--- src/rtl/hog_result_wr_ctrl.sv ---
// hog_result_wr_ctrl: writes one HOG feature frame from the reader into DDR
// as fixed-length AXI4 INCR bursts, pacing the reader one beat at a time.
module hog_result_wr_ctrl #(
  parameter int AXI_AW = 32,
  parameter int AXI_DW = 512,
  parameter int BURST_LEN = 16,
  parameter int TOTAL_BEATS = 1984
) (
  input  logic                aclk,
  input  logic                arest,
  input  logic                start,
  input  logic [AXI_AW-1:0]   base_addr,
  output logic                res_start,
  output logic                w_handshake,
  input  logic [AXI_DW-1:0]   res_data,
  input  logic                res_data_valid,
  output logic                wr_done,
  output logic                busy,
  output logic [1:0]          err,
  output logic [AXI_AW-1:0]   m_axi_awaddr,
  output logic [7:0]          m_axi_awlen,
  output logic [2:0]          m_axi_awsize,
  output logic [1:0]          m_axi_awburst,
  output logic                m_axi_awvalid,
  input  logic                m_axi_awready,
  output logic [AXI_DW-1:0]   m_axi_wdata,
  output logic [AXI_DW/8-1:0] m_axi_wstrb,
  output logic                m_axi_wlast,
  output logic                m_axi_wvalid,
  input  logic                m_axi_wready,
  input  logic [1:0]          m_axi_bresp,
  input  logic                m_axi_bvalid,
  output logic                m_axi_bready
);
  localparam int NBURST = TOTAL_BEATS / BURST_LEN;
  localparam int BIW = BURST_LEN > 1 ? $clog2(BURST_LEN) : 1;
  localparam int NBW = NBURST > 1 ? $clog2(NBURST) : 1;
  localparam logic [AXI_AW-1:0] STRIDE = AXI_AW'(BURST_LEN * 64);

  typedef enum logic [2:0] {IDLE, AW, W, B, DONE} state_t;

  state_t            state, state_d;
  logic [AXI_AW-1:0] base_q;
  logic [NBW-1:0]    burst_idx;
  logic [BIW-1:0]    beat_idx;
  logic [AXI_DW-1:0] hold_data;
  logic              hold_full;
  logic              w_acc, last_beat, last_burst, load, ovr, b_acc, go;

  assign m_axi_awlen   = 8'(BURST_LEN - 1);
  assign m_axi_awsize  = 3'd6;
  assign m_axi_awburst = 2'b01;
  assign m_axi_wstrb   = '1;
  assign m_axi_awaddr  = base_q + AXI_AW'(burst_idx) * STRIDE;
  assign m_axi_awvalid = state == AW;
  assign m_axi_wvalid  = state == W && hold_full;
  assign m_axi_wdata   = hold_data;
  assign m_axi_wlast   = m_axi_wvalid && last_beat;
  assign m_axi_bready  = state == B;
  assign busy          = state != IDLE;
  assign wr_done       = state == DONE;
  assign go            = state == IDLE && start;
  assign w_acc         = m_axi_wvalid && m_axi_wready;
  assign b_acc         = state == B && m_axi_bvalid;
  assign last_beat     = beat_idx == BIW'(BURST_LEN - 1);
  assign last_burst    = burst_idx == NBW'(NBURST - 1);
  // A beat may refill the holding register in the same cycle it drains.
  assign load          = res_data_valid && (!hold_full || w_acc);
  assign ovr           = res_data_valid && hold_full && !w_acc;

  always_comb begin
    state_d = state;
    unique case (state)
      IDLE:    state_d = start ? AW : IDLE;
      AW:      state_d = m_axi_awready ? W : AW;
      W:       state_d = w_acc && last_beat ? B : W;
      B:       state_d = m_axi_bvalid ? (last_burst ? DONE : AW) : B;
      DONE:    state_d = IDLE;
      default: state_d = IDLE;
    endcase
  end

  always_ff @(posedge aclk or posedge arest) begin
    if (arest) begin
      state       <= IDLE;
      base_q      <= '0;
      burst_idx   <= '0;
      beat_idx    <= '0;
      hold_data   <= '0;
      hold_full   <= 1'b0;
      err         <= 2'b00;
      res_start   <= 1'b0;
      w_handshake <= 1'b0;
    end else begin
      state       <= state_d;
      res_start   <= go;
      w_handshake <= w_acc;
      if (go) begin
        base_q    <= {base_addr[AXI_AW-1:10], 10'b0};
        burst_idx <= '0;
        beat_idx  <= '0;
        hold_full <= 1'b0;
        err       <= 2'b00;
      end else begin
        if (load) hold_data <= res_data;
        hold_full <= load || (hold_full && !w_acc);
        if (w_acc) beat_idx <= last_beat ? '0 : beat_idx + 1'b1;
        if (b_acc && !last_burst) burst_idx <= burst_idx + 1'b1;
        err <= err | {ovr, b_acc && m_axi_bresp != 2'b00};
      end
    end
  end
endmodule

--- config.mk ---
export PLATFORM = sky130hd
export DESIGN_NAME = hog_result_wr_ctrl
export DESIGN_NICKNAME = d
export VERILOG_FILES = /design/src/rtl/hog_result_wr_ctrl.sv
export SDC_FILE = /design/constraint.sdc
export NUM_CORES = 1
export LEC_CHECK = 0
export ABC_AREA = 0
export CORE_AREA = 3 3 465 467
export CTS_BUF_LIST = sky130_fd_sc_hd__clkbuf_8
export CTS_CLUSTER_DIAMETER = 50
export DETAILED_ROUTE_END_ITERATION = 12
export DIE_AREA = 0 0 468 470
export PLACE_DENSITY_LB_ADDON = 0.15
export SETUP_SLACK_MARGIN = 0.05
export SYNTH_ARGS = -nofsm -noshare
export SYNTH_HDL_FRONTEND = slang
export SYNTH_SLANG_ARGS = --single-unit
--- constraint.sdc ---
create_clock -name aclk -period 21.8 [get_ports aclk]
set_input_delay 3.27 -clock aclk [delete_from_list [all_inputs] [get_ports aclk]]
set_output_delay 3.27 -clock aclk [all_outputs]
set_load 0.02 [all_outputs]
==> metrics.log <==
INFO  metric irDropWorstVdd = 0.0000707 V
INFO  metric largest_net_degree_at_the_start_of_global_routing = 125
INFO  metric clkPwrFrac = 20.7%
INFO  metric finalWirelength = 111000 um
INFO  metric floorplan.initialDensity = 10.3%
INFO  metric ys_ff_latch = 553
INFO  metric floorplan.die_area = 220000 sq um
INFO  metric final_min_period_over_clock_period = 35.4%
INFO  metric numClockSinks = 553
INFO  metric mappedNetlistArea = 21900 sq um
INFO  metric netSwitchingFraction = 38.8%
INFO  metric power.share.combinational = 48.6%
INFO  metric final_common_cell = sky130_fd_sc_hd__clkdlybuf4s50_1
INFO  metric remaining_drc_errors = 0
INFO  metric std_cell_rows = 169
INFO  metric dpl_worst_slack = 13.31 ns
INFO  metric worstMarginPinSlew = 1.09 ns
INFO  metric syn-mean-instance-area = 15.3 sq um
INFO  metric fin_crit = 7.72 ns
INFO  metric cts.repair_timing.setup_buffer_count = 0
INFO  metric finalSetupTns = 0 ns
INFO  metric dr_total_vias = 16165
INFO  metric finClkSkew = 0.0378 ns
INFO  metric post_synth_inst_count = 1430
INFO  metric ys_top_cells_by_area = sky130_fd_sc_hd__dfrtp_1 63%, sky130_fd_sc_hd__mux2_2 26%, sky130_fd_sc_hd__buf_4 4.6%
INFO  metric placedInstanceArea = 35700 sq um
INFO  metric clk_path_buf_depth = 3
INFO  metric port-buffer-count = 1086
INFO  metric dieHeight = 470 um
INFO  metric gp_routability_congestion = 0.717
INFO  metric cts-buffers-inserted = 134
INFO  metric timing.max_cap.violations = 0
INFO  metric first_global_vias = 17938
INFO  metric achievable_freq = 130 MHz
INFO  metric yosysWarningCount = 0
INFO  metric clk-insertion-delay-late = 0.85 ns
INFO  metric critical_path_peak_fanout = 7
INFO  metric drt_iter0_drc = 456
INFO  metric synth_enable_flop_cells = 0
INFO  metric critical_path_cell_list = ha_1 > inv_1 > fa_1 > nor2b_1 > o31ai_1 > a21boi_0 > o21ai_0 > xnor2_1 > clkdlybuf4s50_1
INFO  metric detailroute.wirelength.met2 = 52900 um
INFO  metric n_fill_cell = 23321
INFO  metric cts_htree_levels = 4
INFO  metric end_kind = primary output
INFO  metric post-dp-hpwl = 86600 um
INFO  metric timing_worst_setup_path_type = flip-flop to primary output
INFO  metric cp_top_family = compound AO/OA/AOI/OAI gates
INFO  metric run_status = completed
INFO  metric slew_viol_final = 0
INFO  metric firstDrtPassIters = 4
INFO  metric setup_violations = 0
INFO  metric grt_setup_unrepaired = false
INFO  metric num_io_pins = 1184
INFO  metric wl_per_cell = 20.1 um
INFO  metric count_of_unique_library_cells_instantiated_by_yosys = 41
INFO  metric area_overhead_vs_synth = 75.0%
INFO  metric count_of_cells_resized_by_post_cts_repair = 0
INFO  metric clk_pin_slew_worst_paths = 0.05 ns
INFO  metric power.density_cell_area = 158 nW/um^2
INFO  metric synth_top_cell_by_area = sky130_fd_sc_hd__dfrtp_1
INFO  metric timing.critical_path.arrival = 4.45 ns
INFO  metric vias_per_cell = 2.93
INFO  metric cp_slowest_cell = sky130_fd_sc_hd__a21boi_0
INFO  metric power.switching = 2.35 mW
INFO  metric cellLeakagePower = 15.2 nW
INFO  metric proportion_of_power_drawn_by_flip_flops_and_latches = 30.7%
INFO  metric met1_length = 39700 um
INFO  metric cts_root_buf = sky130_fd_sc_hd__clkbuf_8
INFO  metric slowest_delay = 0.87 ns
INFO  metric number_of_antenna_violations_at_the_first_check_in_global_routing = 40
INFO  metric drt.antenna.violating_nets = 0
INFO  metric globalRoute.totalOverflow = 0
INFO  metric total_non_filler_cell_area_in_the_finished_layout = 38400 sq um
INFO  metric global_route.usage.total = 9.82%
INFO  metric die_width = 468 um
INFO  metric min_path_type = flip-flop to flip-flop
INFO  metric worst-endpoint-required = 18.53 ns
INFO  metric critical_path.n_buffers_inverters = 2
INFO  metric synth-seq-area-share = 63.2%
INFO  metric timing.slew.headroom = 26.5%
INFO  metric pint = 3.71 mW
INFO  metric tritoncts = done
INFO  metric wire_length_of_the_first_global_routing_pass = 151000 um
INFO  metric top_library_cells_by_usage_in_the_layout_fill_and_taps_aside = 1086 x sky130_fd_sc_hd__clkdlybuf4s50_1, 553 x sky130_fd_sc_hd__dfrtp_1, 512 x sky130_fd_sc_hd__mux2_2
INFO  metric hold_violations = 0
INFO  metric detailroute.wirelength.met3 = 15700 um
INFO  metric cts_hold_repair.buffers = 0
INFO  metric post-route-worst-setup-slack = 14.08 ns
INFO  metric ys_dominant_reg_cell = sky130_fd_sc_hd__dfrtp_1
INFO  metric design.core.area = 212000 sq um
INFO  metric routed.top_layer = met5
INFO  metric synth_largest_type_area_fraction = 63.2%
INFO  metric synthArstFlopShare = 100%
INFO  metric post_route_cells_drive_above_1_share = 26.4%
INFO  metric crit_path_start_kind = flip-flop
INFO  metric layout.nets = 3168
power groups by stage:
stage	Combinational, mW	Clock, mW	Sequential, mW
2_1_floorplan	0.838	0	2.43
5_1_grt	3.13	1.38	1.94
3_5_place_dp	3.02	0	1.89
4_1_cts	3.03	1.34	1.88
6_report	2.95	1.25	1.86
3_3_place_gp	3.03	0	1.87
cells in the mapped netlist (2+ instances only):
master and n:
sky130_fd_sc_hd__nand3_1 13, sky130_fd_sc_hd__clkbuf_1 5, sky130_fd_sc_hd__ha_1 9, sky130_fd_sc_hd__buf_2 9, sky130_fd_sc_hd__mux2_2 512, sky130_fd_sc_hd__nand4_1 4
sky130_fd_sc_hd__inv_1 11, sky130_fd_sc_hd__nor3b_1 3, sky130_fd_sc_hd__nand2_1 78, sky130_fd_sc_hd__xor2_1 10, sky130_fd_sc_hd__and2_1 2, sky130_fd_sc_hd__nor2_1 14
sky130_fd_sc_hd__o21ai_0 9, sky130_fd_sc_hd__nand3b_1 2, sky130_fd_sc_hd__conb_1 2, sky130_fd_sc_hd__a21oi_1 12, sky130_fd_sc_hd__dfrtp_1 553, sky130_fd_sc_hd__and4_1 3
sky130_fd_sc_hd__buf_4 135, sky130_fd_sc_hd__a31oi_1 2, sky130_fd_sc_hd__nor2b_1 2, sky130_fd_sc_hd__xnor2_1 17, sky130_fd_sc_hd__and3_1 3, sky130_fd_sc_hd__nor3_1 2
sky130_fd_sc_hd__o2111ai_1 2
layout make-up:
cell class / instances / area (sq um) / share of cell area [%]
sequential: 553 / 13800 / 36.1
tap: 2821 / 3530 / 9.20
inverter: 11 / 48.8 / 0.127
clock buffer: 148 / 2040 / 5.31
clock inverter: 75 / 573 / 1.49
multi-input combinational: 801 / 7270 / 19.0
antenna: 9 / 22.5 / 0.0587
timing repair buffer: 1104 / 11000 / 28.8
flip-flops by register name, indices dropped and copies added, names as in the netlist:
register	count
err	2
state	3
base_q	22
hold_full	1
w_handshake	1
m_axi_wdata	512
burst_idx	7
beat_idx	4
res_start	1
stage by stage:
| step | total power [mW] | utilization, % | hold WS [ns] | instances |
|---|---|---|---|---|
| global route | 6.45 | 18.1 | 0.510 | 5514 |
| global placement | 4.91 | 16.8 | 0.486 | 5290 |
| floorplan | 3.26 | - | 0.452 | 1515 |
| detailed placement | 4.90 | 16.8 | 0.483 | 5290 |
| finish | 6.06 | 18.1 | 0.493 | 5522 |
| CTS | 6.25 | 18.1 | 0.498 | 5513 |
cell families (layout without fill, tap and decap cells):
group | after synthesis | count (layout) | share of synthesized area, %
flip-flops | 553 | 553 | 63.2
multiplexers | 512 | 512 | 26.3
buffers and inverters | 161 | 1338 | 5.12
AND/OR/NAND/NOR | 132 | 132 | 2.75
AO/OA/AOI/OAI | 33 | 33 | 0.942
XOR/XNOR | 27 | 27 | 1.08
adder cells (fa/ha/maj) | 10 | 10 | 0.605
other | 2 | 96 | 0.0343
path summary, 6_finish.rpt:
kind,start,endpoint,slack [ns],cells after the start
max in group asynchronous,arest,m_axi_wdata[312],14.71,7
hold / removal,base_q[13],base_q[13],0.49,2
hold reg to reg,base_q[13],base_q[13],0.49,2
setup / recovery,burst_idx[0],m_axi_awaddr[20],14.08,9
min in group asynchronous,arest,m_axi_wdata[287],3.01,2
setup reg to reg,state[1],m_axi_wdata[317],16.58,10
worst reg2reg max path: stages, from the launching register on:
cell and delay [ns]:
sky130_fd_sc_hd__dfrtp_1 0.49, sky130_fd_sc_hd__nor3_1 0.12, sky130_fd_sc_hd__nand2_1 0.08, sky130_fd_sc_hd__buf_4 0.28
sky130_fd_sc_hd__nand2_1 0.15, sky130_fd_sc_hd__a21oi_4 0.13, sky130_fd_sc_hd__buf_4 0.75, sky130_fd_sc_hd__buf_4 0.91
sky130_fd_sc_hd__buf_4 0.80, sky130_fd_sc_hd__buf_4 0.94, sky130_fd_sc_hd__mux2_2 0.44
per-layer routing:
metal  vias to the layer above  global-route usage (%)
met5                         -                       0
met4                        42                    2.60
met3                       212                    6.55
met2                       864                    16.4
met1                      7878                    9.98
li1                       7169                       -
Power figures use the tool's default switching activity.
